[config.mk]
export PLATFORM = sky130hd
export DESIGN_NAME = goomba_sprite_reader
export DESIGN_NICKNAME = d
export VERILOG_FILES = /design/src/rtl/goomba_sprite_reader.sv
export SDC_FILE = /design/constraint.sdc
export NUM_CORES = 1
export LEC_CHECK = 0
export ABC_AREA = 1
export BUFFER_PORTS_ARGS = -buffer_cell sky130_fd_sc_hd__buf_2
export CAP_MARGIN = 10
export CORE_MARGIN = 2
export CORE_UTILIZATION = 53
export DETAILED_ROUTE_END_ITERATION = 7
export PLACE_DENSITY = 0.78
export SLEW_MARGIN = 40
export SYNTH_ARGS = -nofsm -noshare
export SYNTH_HDL_FRONTEND = slang
export SYNTH_SLANG_ARGS = --single-unit
[constraint.sdc]
create_clock -name CLK -period 3.96 [get_ports CLK]
set_clock_uncertainty 0.1 [all_clocks]
set_input_delay 0.198 -clock CLK [delete_from_list [all_inputs] [get_ports CLK]]
set_output_delay 0.198 -clock CLK [all_outputs]
set_load 0.02 [all_outputs]
[src/rtl/goomba_sprite_reader.sv]
// Goomba sprite reader: maps the VGA beam position onto a sprite RAM address,
// optionally mirrored, and returns the opaque palette index three cycles later.
// A small ALIVE/SQUASH/DEAD state machine controls which rows are visible.
module goomba_sprite_reader #(
    parameter int unsigned SPR_W         = 22,
    parameter int unsigned SPR_H         = 30,
    parameter int unsigned SQUASH_FRAMES = 30,
    parameter logic [3:0]  TRANSPARENT   = 4'h0
) (
    input  logic        CLK,
    input  logic        Reset,
    input  logic [9:0]  DrawX,
    input  logic [9:0]  DrawY,
    input  logic        pix_en,
    input  logic        frame_start,
    input  logic [9:0]  sprite_x,
    input  logic [9:0]  sprite_y,
    input  logic        face_left,
    input  logic        kill,
    input  logic        revive,
    input  logic [3:0]  data_in,
    output logic [18:0] READ_ADDR,
    output logic        pix_hit,
    output logic [3:0]  pix_idx,
    output logic [1:0]  state_o
);

    localparam int unsigned CNT_W = (SQUASH_FRAMES > 1) ? $clog2(SQUASH_FRAMES) : 1;

    typedef enum logic [1:0] {
        ALIVE  = 2'd0,
        SQUASH = 2'd1,
        DEAD   = 2'd2
    } state_t;

    state_t             state;
    logic [CNT_W-1:0]   squash_cnt;
    logic [9:0]         sx, sy;
    logic               face_sh;

    logic [10:0]        col, row, c;
    logic               in_box, visible;
    logic [18:0]        addr_next;

    logic               in_box_d1, vis_d1;
    logic               in_box_d2, vis_d2;

    assign state_o = state;

    // Stage-1 combinational: box test, mirrored column, RAM address, visibility
    always_comb begin
        col    = {1'b0, DrawX} - {1'b0, sx};
        row    = {1'b0, DrawY} - {1'b0, sy};
        in_box = pix_en && (DrawX >= sx) && (DrawY >= sy) &&
                 (col < 11'(SPR_W)) && (row < 11'(SPR_H));
        c      = face_sh ? (11'(SPR_W - 1) - col) : col;
        addr_next = 19'(row) * 19'(SPR_W) + 19'(c);
        case (state)
            ALIVE:   visible = 1'b1;
            SQUASH:  visible = (row >= 11'(SPR_H / 2));
            default: visible = 1'b0;
        endcase
    end

    // Shadow position latch and sprite life-cycle state machine
    always_ff @(posedge CLK or posedge Reset) begin
        if (Reset) begin
            sx         <= '0;
            sy         <= '0;
            face_sh    <= 1'b0;
            state      <= ALIVE;
            squash_cnt <= '0;
        end else begin
            if (frame_start) begin
                sx      <= sprite_x;
                sy      <= sprite_y;
                face_sh <= face_left;
            end
            if (revive) begin
                state      <= ALIVE;
                squash_cnt <= '0;
            end else begin
                case (state)
                    ALIVE: begin
                        // a frame_start coinciding with kill is not counted
                        if (kill) begin
                            state      <= SQUASH;
                            squash_cnt <= '0;
                        end
                    end
                    SQUASH: begin
                        if (frame_start) begin
                            if (squash_cnt == CNT_W'(SQUASH_FRAMES - 1))
                                state <= DEAD;
                            else
                                squash_cnt <= squash_cnt + 1'b1;
                        end
                    end
                    default: state <= DEAD;
                endcase
            end
        end
    end

    // Stage 1: register RAM address (held when outside the box) and flags
    always_ff @(posedge CLK or posedge Reset) begin
        if (Reset) begin
            READ_ADDR <= '0;
            in_box_d1 <= 1'b0;
            vis_d1    <= 1'b0;
        end else begin
            if (in_box)
                READ_ADDR <= addr_next;
            in_box_d1 <= in_box;
            vis_d1    <= visible;
        end
    end

    // Stage 2: delay flags to line up with the RAM read data
    always_ff @(posedge CLK or posedge Reset) begin
        if (Reset) begin
            in_box_d2 <= 1'b0;
            vis_d2    <= 1'b0;
        end else begin
            in_box_d2 <= in_box_d1;
            vis_d2    <= vis_d1;
        end
    end

    // Stage 3: opaque-pixel decision and palette index output
    always_ff @(posedge CLK or posedge Reset) begin
        if (Reset) begin
            pix_hit <= 1'b0;
            pix_idx <= '0;
        end else begin
            if (in_box_d2 && vis_d2 && (data_in != TRANSPARENT)) begin
                pix_hit <= 1'b1;
                pix_idx <= data_in;
            end else begin
                pix_hit <= 1'b0;
                pix_idx <= '0;
            end
        end
    end

endmodule
* Word-level counts from Yosys, hierarchy flattened
Index checks and enable logic that the tools add are counted.
Operators by class: add/subtract/negate cells 5, $mul 1, $lt $le $gt $ge 5, equal/unequal tests 6, muxes and demuxes 14, reductions and logical operators 11
Operator list (number):
- 11-bit by 5-bit less-than comparator with 1-bit output (second input constant) | 2
- 10-bit by 10-bit subtractor with 11-bit output | 2
- 10-bit greater-or-equal comparator | 2
- 5-bit two-way mux | 4
- 16-bit by 11-bit adder with 17-bit output | 1
- 11-bit by 4-bit multiplier with 15-bit output (second input constant) | 1
- 3-bit inequality test (second input constant) | 4
- 11-bit by 4-bit greater-or-equal comparator with 1-bit output (second input constant) | 1
- 11-bit two-way mux | 1
- 5-bit by 11-bit subtractor with 11-bit output (first input constant) | 1
- 5-bit one-hot mux with 2 select lines | 1
- 2-bit two-way mux | 4
- 1-bit logical AND | 6
- 5-bit by 1-bit adder with 5-bit output (second input constant) | 1
- 5-bit == test (second input constant) | 1
- 4-bit two-way mux | 1
- 2-bit one-hot mux with 2 select lines | 1
- 4-bit AND reduction | 1
- 4-bit nonzero test | 1
- 3-bit AND reduction | 1
- 3-bit nonzero test | 1
- 2-bit by 1-bit == test with 1-bit output (second input constant) | 1
- 2-bit logical NOT | 1
- 1-bit one-hot mux with 2 select lines | 1
- 1-bit two-way mux | 1
Word-level totals: register bits 56, input bits 51, logic and storage cells 54

* Longest topological paths before layout
Gate-level depths: netlist (run 1).
word-level depth 5, depth in mapped cells 33, gate-level depth less buffers 33

* Least setup slack after synthesis (run 1)
OpenSTA, ideal clock, no wires.
kind reg-to-reg, start point register sy[0], end point register READ_ADDR[14], library setup time 0.116 ns, arrival time 4.168 ns, data required time 3.744 ns, setup slack -0.424 ns, cell stages (with the launch flop) 29, path buffers 0, path through dfrtp_1 ha_1 inv_1 fa_1 nand3_1 nand3b_1 nand2_1 inv_1 ha_1 inv_1 fa_1 inv_1 ha_1 inv_1 nand2_1 and2_1 xor2_1 ha_1 inv_1 nor3_1 nand3_1 nand3_1 nand3_1 nand2_1 nand2_1 nor2_1 nor2_1 nand2_1 nand2_1
On the way: longest elaborated chain between the ends 4, elaborated cells on any way between the ends 8, those cells by class 2 x add/sub; 1 x mul; 2 x order compare; 3 x reduce/logical
RTL lines:
- from (decl) | RTL line 38 | logic [9:0] sx, sy;
- from (signal assigned) | RTL line 76 | sy <= sprite_y;
- branches (longest 4 deep; another with 16-bit by 11-bit adder with 17-bit output)
- to (signal assigned) | RTL line 113 | READ_ADDR <= addr_next;
- to (decl) | RTL line 22 | output logic [18:0] READ_ADDR,
Several ways; the timed one is not identified. A chain may end at the register's enable or synchronous reset.

* Worst setup path after layout (run 1)
start point register sy[0], end point register READ_ADDR[15]
Same word-level chain as after synthesis.

==> results.cfg, run 1 <==
[critical_path]
cp_max_fo = 3
timing.rr.end = READ_ADDR[15]
arrival_ps = 4770
crit_cells = 28
r2r_cells = 28
r2r_slack_ps = -700
crit_family = adder cells
path_class = flip-flop to flip-flop
crit_slowest_cell = fa_1
crit_buf_inv = 4
worstSetupEndpointType = flip-flop
max_stage_delay_ps = 520
rr_startpoint = sy[0]
cp-start-kind = flip-flop
critPathRequiredTime_ps = 4070

[synthesis]
synthTopCellsByArea = dfrtp_1 (25%), nand2_1 (17%), ha_1 (14%), inv_1 (12%), nand3_1 (4.3%)
synth_seq_cells = 54
synth_seq_area_share_pct = 24.9
synth_area_sq_um = 5430
avgSynthCellArea_sq_um = 6.77
yosysTopAreaCell = dfrtp_1
synth_edf_count = 0
synthCells = 801
synthDistinctLibCells = 38
synthArstFlopShare_pct = 100
ys_warn_count = 0
yosysTopAreaCellShare_pct = 24.9
synth_ff_type = dfrtp_1

[clock_network]
cts_num_sinks = 54
clock_latency_ps = 330
cts_buffers = 5
cts.path.max_buffers = 2
cts_tree = done
cts_root_buffer = clkbuf_8
htreeDepth = 2
clkTransAtPathRegs_ps = 100

[placement]
hpwl_um = 10300
place_area_sq_um = 6720
portBuffers = 74
placed_cells = 1086
gp_congestion = 0.942

[sta]
slew_headroom_pct = 53.8
finalSetupTns_ps = -8820
final-max-slew-violation-count = 0
period_share_pct = 118
fmax_ghz = 0.215
final-setup-viol-count = 18
rsz0062_at_grt = true
min_period_ps = 4660
hold_viol = 0
tightest_slew_ps = 693
fin_ws_ps = -701
holdWs_ps = 5.81

[layout]
diodes = 0
drive_above_1_share_pct = 32.3
fin_nets = 1135
design_area_sq_um = 7630
areaGrowthSynthToFinish_pct = 40.6
finalNonFillerCells = 1148
fill_cells = 662

[drt]
wl_per_cell_um = 13.9
drt_iter0_drc = 302
wl_um = 15900
antenna_left = 0
dr_total_vias = 5818
avgViaCountPerCell = 5.07
drcViolationCount = 0
dr.pass1.iters = 5

[hold_path]
whs_endpoint = sx[1]
min_from = sprite_x[1]
holdPathStages = 3
hp-class = input pin to flip-flop

[floorplanning]
num_rows = 36
io-pin-count = 77
die_w_um = 105
initial_core_util_pct = 55.0
die_area_sq_um = 11100
core_area_sq_um = 9860
die_h_um = 105

[pwr]
vdd_drop_max_v = 0.000857
power_density_nw_per_um2 = 1020
leakagePower_nw = 4.31

[global_routing]
grt_pass1_vias = 5824
grt-ovfl-total = 0
grt_pass1_wl_um = 25000
grt_max_degree = 55
antenna_found_initial = 0
track_usage_pct = 27.6

[run]
cap_violations = 0

[status]
violations = negative setup slack
status = complete, but fails checks
power breakdown:
group | internal, mW | switching [mW]
sequential | 0.598 | 0.0273
combinational | 3.22 | 3.59
clock | 0.187 | 0.194
synthesized netlist by cell type (all sizes together) (3+ instances only):
cell type / number
ha: 59
xor2: 20
o21ai: 36
nor3: 10
buf: 4
nand2: 247
nand3b: 3
clkbuf: 5
o21bai: 5
a21oi: 28
nor2: 51
nand3: 54
dfrtp: 54
inv: 175
xnor2: 8
nand4: 14
fa: 11
how the worst max path moves through the flow:
stage                     slack, ps            end  startpoint
after floorplan                -250  READ_ADDR[14]       sy[0]
after global placement         -540  READ_ADDR[14]    DrawY[0]
after detailed placement       -610  READ_ADDR[14]       sy[0]
after CTS                      -400  READ_ADDR[15]       sy[0]
after global routing          -1000  READ_ADDR[15]       sy[0]
final                          -700  READ_ADDR[15]       sy[0]
layout by cell type, fill, tap and decap left out, types with 2 or more instances in the layout:
master	synthesis	final
a31oi_1	2	2
dfrtp_1	54	54
fa_2	0	2
nor2_1	47	37
nor2_2	2	9
mux2_2	2	2
ha_1	59	43
nand3_2	5	12
o21a_1	2	2
o21ai_2	10	10
o21ai_0	26	26
nand3b_1	3	3
inv_2	7	17
inv_1	168	157
xor2_1	20	18
buf_4	2	113
clkinv_2	0	2
a21oi_2	0	7
o31ai_1	2	2
a21oi_1	28	21
o21bai_1	5	5
nand3_1	47	40
fa_1	11	9
nand3_4	2	5
conb_1	1	2
nor2_4	1	4
buf_2	0	74
buf_6	2	4
nand4_1	14	14
nand2_4	0	2
nand2_1	241	213
nand2_2	6	32
nor3_1	10	8
xnor2_1	8	6
ha_4	0	15
dlygate4sd3_1	0	20
clkbuf_8	0	5
cell type report:
cell class	count	area [sq um]	share of cell area [%]
Clock buffer	5	68.8	0.902
Clock inverter	3	40.0	0.525
Inverter	176	663	8.69
Multi-Input combinational cell	566	3870	50.8
Sequential cell	54	1350	17.7
Tap cell	133	166	2.18
Timing Repair Buffer	211	1460	19.2
kinds of logic after synthesis:
logic type / Yosys count / share of synthesized area, %
adder cells (fa/ha/maj): 70 / 17.7
XOR/XNOR: 28 / 4.52
other: 1 / 0.0691
AND/OR/NAND/NOR: 384 / 30.9
buffers and inverters: 185 / 13.2
multiplexers: 2 / 0.415
AO/OA/AOI/OAI: 77 / 8.32
flip-flops: 54 / 24.9
through the flow:
step	total power [mW]	utilization (%)	worst slack, ps
final	7.82	77.3	-701
after global routing	8.42	77.3	-1000
after floorplan	3.93	-	-246
after global placement	5.67	68.1	-539
after detailed placement	5.77	68.1	-609
after CTS	6.89	75.3	-403
sequential cells by signal, indices dropped and copies added (netlist names):
| name | count |
|---|---|
| READ_ADDR | 17 |
| face_sh | 1 |
| in_box_d1 | 1 |
| in_box_d2 | 1 |
| pix_hit | 1 |
| pix_idx | 4 |
| squash_cnt | 5 |
| state_o | 2 |
| sx | 10 |
| sy | 10 |
| vis_d1 | 1 |
| vis_d2 | 1 |
layer usage:
metal,part of all wire [%],global-route usage (%)
met1,40,31.8
met4,3.5,12.4
met5,0,1.43
met3,5.4,4.99
met2,51,49.2
worst reg2reg max path, delay by kind of cell (launching register included):
family,cells,cell delay (ps)
fa+ha+maj,5,1770
compound gates,1,100
buf+inv,4,300
flops,1,380
simple gates,17,1720
xor+xnor,1,150
what timing repair did:
item	CTS	global route
endpoints found under the setup margin	11	18
hold buffers	20	0
buffers inserted	26	5
gates cloned	3	0
hold endpoints to repair	73	0
gates resized for setup	35	44
pin swaps	40	29
(Power assumes the default switching activity.)
==> run 2: changes to the inputs <==
Settings changed: PLACE_DENSITY 0.78 to 0.85.
==> results.cfg, run 2 (synthesis results as in run 1) <==
[placement]
pre_cts_ws_ps = -576
place_area_sq_um = 6660
portBuffers = 74
placed_cells = 1079
gp_congestion = 0.910
hpwl_um = 10600

[floorplanning]
initial_core_util_pct = 55.0
die_h_um = 105
io-pin-count = 77
die_area_sq_um = 11100
die_w_um = 105
core_area_sq_um = 9860
num_rows = 36

[layout]
diodes = 0
largest_register_ffs = 17
final_common_cell = nand2_1
drive_above_1_share_pct = 32.7
largest-register = READ_ADDR
finalNonFillerCells = 1128
largestRegisters = READ_ADDR: 17 flops, sx: 10 flops, sy: 10 flops
design_area_sq_um = 7520
areaGrowthSynthToFinish_pct = 38.7
final_cell_mix = nand2_1 (210), inv_1 (149), buf_4 (90)
fin_nets = 1115

[sta]
hold_viol = 0
final-max-slew-violation-count = 0
tightest_slew_ps = 667
rsz0062_at_grt = true
period_share_pct = 118
slew_headroom_pct = 55.6
fmax_ghz = 0.214
finalSetupTns_ps = -6180
final-setup-viol-count = 12
fin_ws_ps = -714
min_period_ps = 4670

[critical_path]
cp_max_fo = 4
cp-start-kind = flip-flop
path_class = flip-flop to flip-flop
cp_common_cell = nand2_1
rr_startpoint = sy[0]
critPathRequiredTime_ps = 4080
max_stage_delay_ps = 490
timing.rr.end = READ_ADDR[14]
arrival_ps = 4800
worstSetupEndpointType = flip-flop
crit_slowest_cell = fa_1
r2r_cells = 29
r2r_slack_ps = -710

[status]
violations = negative setup slack
status = complete, but fails checks

[drt]
routed-wl-met3_um = 1010
dr_total_vias = 5941
met1_length_um = 6250
wl_met2_um = 8350
wl_per_cell_um = 14.8
top_layer = met4
wl_um = 16600
avgViaCountPerCell = 5.27
dr.pass1.iters = 7
drt_iter0_drc = 380
drcViolationCount = 0
antenna_left = 0

[global_routing]
grt_pass1_vias = 5756
grt_max_degree = 55
grt_pass1_wl_um = 25000
track_usage_pct = 27.4
grt-ovfl-total = 0
antenna_found_initial = 0

[clock_network]
htreeDepth = 2
cts_root_buffer = clkbuf_8
cts.path.max_buffers = 2
cts_num_sinks = 54
cts_buffers = 5
clkTransAtPathRegs_ps = 120
clock_latency_ps = 330
cts_tree = done

[hold_path]
holdPathStages = 3
whs_endpoint = sy[8]
hp-class = input pin to flip-flop
min_from = sprite_y[8]

[run]
cap_violations = 0
run 2: area by class of cell:
type | count | area, sq um
clock buffers | 5 | 68.8
clock inverters | 3 | 28.8
fillers | 664 | 2340
inverters | 176 | 663
multi-input cells | 563 | 3880
flip-flops and latches | 54 | 1350
well taps | 133 | 166
repair buffers | 194 | 1370
run 2: metal layers:
metal | global-route usage [%] | vias to the layer above
met5 | 0 | -
met4 | 11.7 | 0
met3 | 3.56 | 101
met2 | 50.6 | 289
met1 | 31.4 | 2696
li1 | - | 2855
run 2: worst max path at each step:
stage / cells after the start / endpoint / startpoint / slack [ps]
2_1_floorplan: 30 / READ_ADDR[14] / sy[0] / -250
3_3_place_gp: 26 / READ_ADDR[15] / DrawY[0] / -400
3_5_place_dp: 31 / READ_ADDR[14] / sy[4] / -580
4_1_cts: 29 / READ_ADDR[15] / sy[0] / -430
5_1_grt: 27 / READ_ADDR[15] / sy[0] / -910
6_report: 29 / READ_ADDR[14] / sy[0] / -710
run 2: stage by stage:
step | util (%) | hold WS [ps]
final | 76.3 | 1.10
after global routing | 76.3 | 5.51
after CTS | 73.5 | 2.66
after detailed placement | 67.6 | 246
after global placement | 67.6 | 236
after floorplan | - | 202
run 2: critical path: cells and delay by family (launching register included):
kind	cells	cell delay (ps)
AND/OR/NAND/NOR	13	1050
buffers and inverters	5	360
flip-flops	1	380
adder cells (fa/ha/maj)	6	1970
AO/OA/AOI/OAI	4	500
XOR/XNOR	1	200
run 2: what timing repair did:
item / in CTS / in global routing
gates resized for setup: 48 / 52
hold buffers: 21 / 0
setup buffers: 16 / 8
gates cloned: 0 / 0
hold endpoints to repair: 74 / 0
pin swaps: 43 / 48
endpoints found under the setup margin: 11 / 12
Power of run 2 is left out: the tool's default activity adds up to more than one toggle a clock period on the data nets, which glitch-free logic cannot reach.
==> run 3: changes to the inputs <==
Settings changed: SKIP_CTS_REPAIR_TIMING from default to 1.
==> results.cfg, run 3 (synthesis results as in run 1) <==
[critical_path]
path_class = flip-flop to flip-flop
cp-start-kind = flip-flop
max_stage_delay_ps = 510
cp_common_cell = nand2_1
arrival_ps = 4750
cp_max_fo = 4
worstSetupEndpointType = flip-flop
crit_slowest_cell = fa_1
critPathRequiredTime_ps = 4090

[floorplanning]
die_h_um = 105
num_rows = 36
die_area_sq_um = 11100
core_area_sq_um = 9860
die_w_um = 105
initial_core_util_pct = 55.0
io-pin-count = 77

[clock_network]
cts_root_buffer = clkbuf_8
cts_buffers = 5
htreeDepth = 2
clkTransAtPathRegs_ps = 120
clock_latency_ps = 330
cts_num_sinks = 54
cts.path.max_buffers = 2
cts_tree = done

[run]
cap_violations = 0

[hold_path]
hp-class = input pin to asynchronous set/reset pin

[sta]
slew_headroom_pct = 55.2
tightest_slew_ps = 672
period_share_pct = 117
hold_viol = 61
final-max-slew-violation-count = 0
rsz0062_at_grt = true
fin_ws_ps = -667
finalSetupTns_ps = -5650
holdWs_ps = -61.0
min_period_ps = 4630
fmax_ghz = 0.216
final-setup-viol-count = 11

[placement]
placed_cells = 1079
portBuffers = 74
hpwl_um = 10600
gp_congestion = 0.910
place_area_sq_um = 6660

[pwr]
power_density_nw_per_um2 = 979
vdd_drop_max_v = 0.000794
seqPwrFrac_pct = 8.9
power.share.switching_pct = 50.2
internal_power_mw = 3.48
leakagePower_nw = 4.09
clkPwrFrac_pct = 5.1
pwr-share-comb_pct = 85.9
switching_power_mw = 3.51

[layout]
largest_register_ffs = 17
utilization_pct = 72.4
design_area_sq_um = 7140
largestRegisters = READ_ADDR: 17 flops, sx: 10 flops, sy: 10 flops
seqCellArea_sq_um = 1350
multiInputGateArea_sq_um = 3730
final_common_cell = nand2_1
fin_nets = 1092
fill_cells = 766
areaGrowthSynthToFinish_pct = 31.6
diodes = 0
largest-register = READ_ADDR
finalNonFillerCells = 1105
drive_above_1_share_pct = 29.0
final_cell_mix = nand2_1 (218), inv_1 (154), buf_4 (83)

[global_routing]
grt-ovfl-total = 0
track_usage_pct = 24.2
antenna_found_initial = 0
grt_pass1_vias = 5208
grt_max_degree = 55
grt_pass1_wl_um = 22200

[drt]
drt_iter0_drc = 277
drcViolationCount = 0
dr.pass1.iters = 6
dr_total_vias = 5547
wl_per_cell_um = 12.7
antenna_left = 0
avgViaCountPerCell = 5.02
wl_um = 14100

[status]
status = complete, but fails checks
violations = negative hold slack, negative setup slack
run 3: cell count changes in the layout (fill, tap and decap cells not counted), moves of 6 or more:
cell,before,now
buf_6,8,0
nand2_1,210,218
buf_4,90,83
dlygate4sd3_1,21,14
nand2_2,34,27
inv_2,25,19
run 3: final timing paths:
check / start / end / slack [ps] / cells past startpoint
max: sy[0] / READ_ADDR[15] / -670 / 30
min: Reset / READ_ADDR[11] / -60 / 3
max reg2reg: sy[0] / READ_ADDR[15] / -670 / 30
min reg2reg: in_box_d1 / in_box_d2 / 270 / 0
max in group asynchronous: Reset / sx[7] / 3370 / 3
min in group CLK: sprite_x[1] / sx[1] / -40 / 3
run 3: layout make-up:
type / count / share of cell area [%]
multi-input combinational: 563 / 52.2
sequential: 54 / 18.9
timing repair buffer: 171 / 15.9
inverter: 176 / 9.32
tap: 133 / 2.33
clock buffer: 5 / 0.964
clock inverter: 3 / 0.403
run 3: through the flow:
step           total power, mW  setup WS, ps
6_report                  6.99          -667
5_1_grt                   7.61          -925
4_1_cts                   6.17          -617
3_5_place_dp              5.77          -576
3_3_place_gp              5.64          -403
2_1_floorplan             3.93          -246
run 3: layer usage:
layer | GRT usage (%) | wire [um]
met2 | 43.4 | 7040
met5 | 0 | 0
met3 | 3.43 | 707
met1 | 29.4 | 5810
met4 | 8.19 | 501
run 3: critical path, delay by kind of cell, from the launching register on:
kind | cells | cell delay [ps]
AOI/OAI and AO/OA | 2 | 280
xor gates and xnor gates | 1 | 130
adders and majority gates | 6 | 1990
buffers and inverters | 6 | 320
DFF | 1 | 370
and+or+nand+nor | 15 | 1320
run 3: power groups by stage:
| stage | Clock [mW] | Combinational (mW) | Sequential (mW) |
|---|---|---|---|
| 5_1_grt | 0.389 | 6.59 | 0.630 |
| 3_3_place_gp | 0 | 5.01 | 0.633 |
| 2_1_floorplan | 0 | 3.29 | 0.643 |
| 3_5_place_dp | 0 | 5.13 | 0.635 |
| 4_1_cts | 0.364 | 5.18 | 0.624 |
| 6_report | 0.358 | 6.01 | 0.625 |
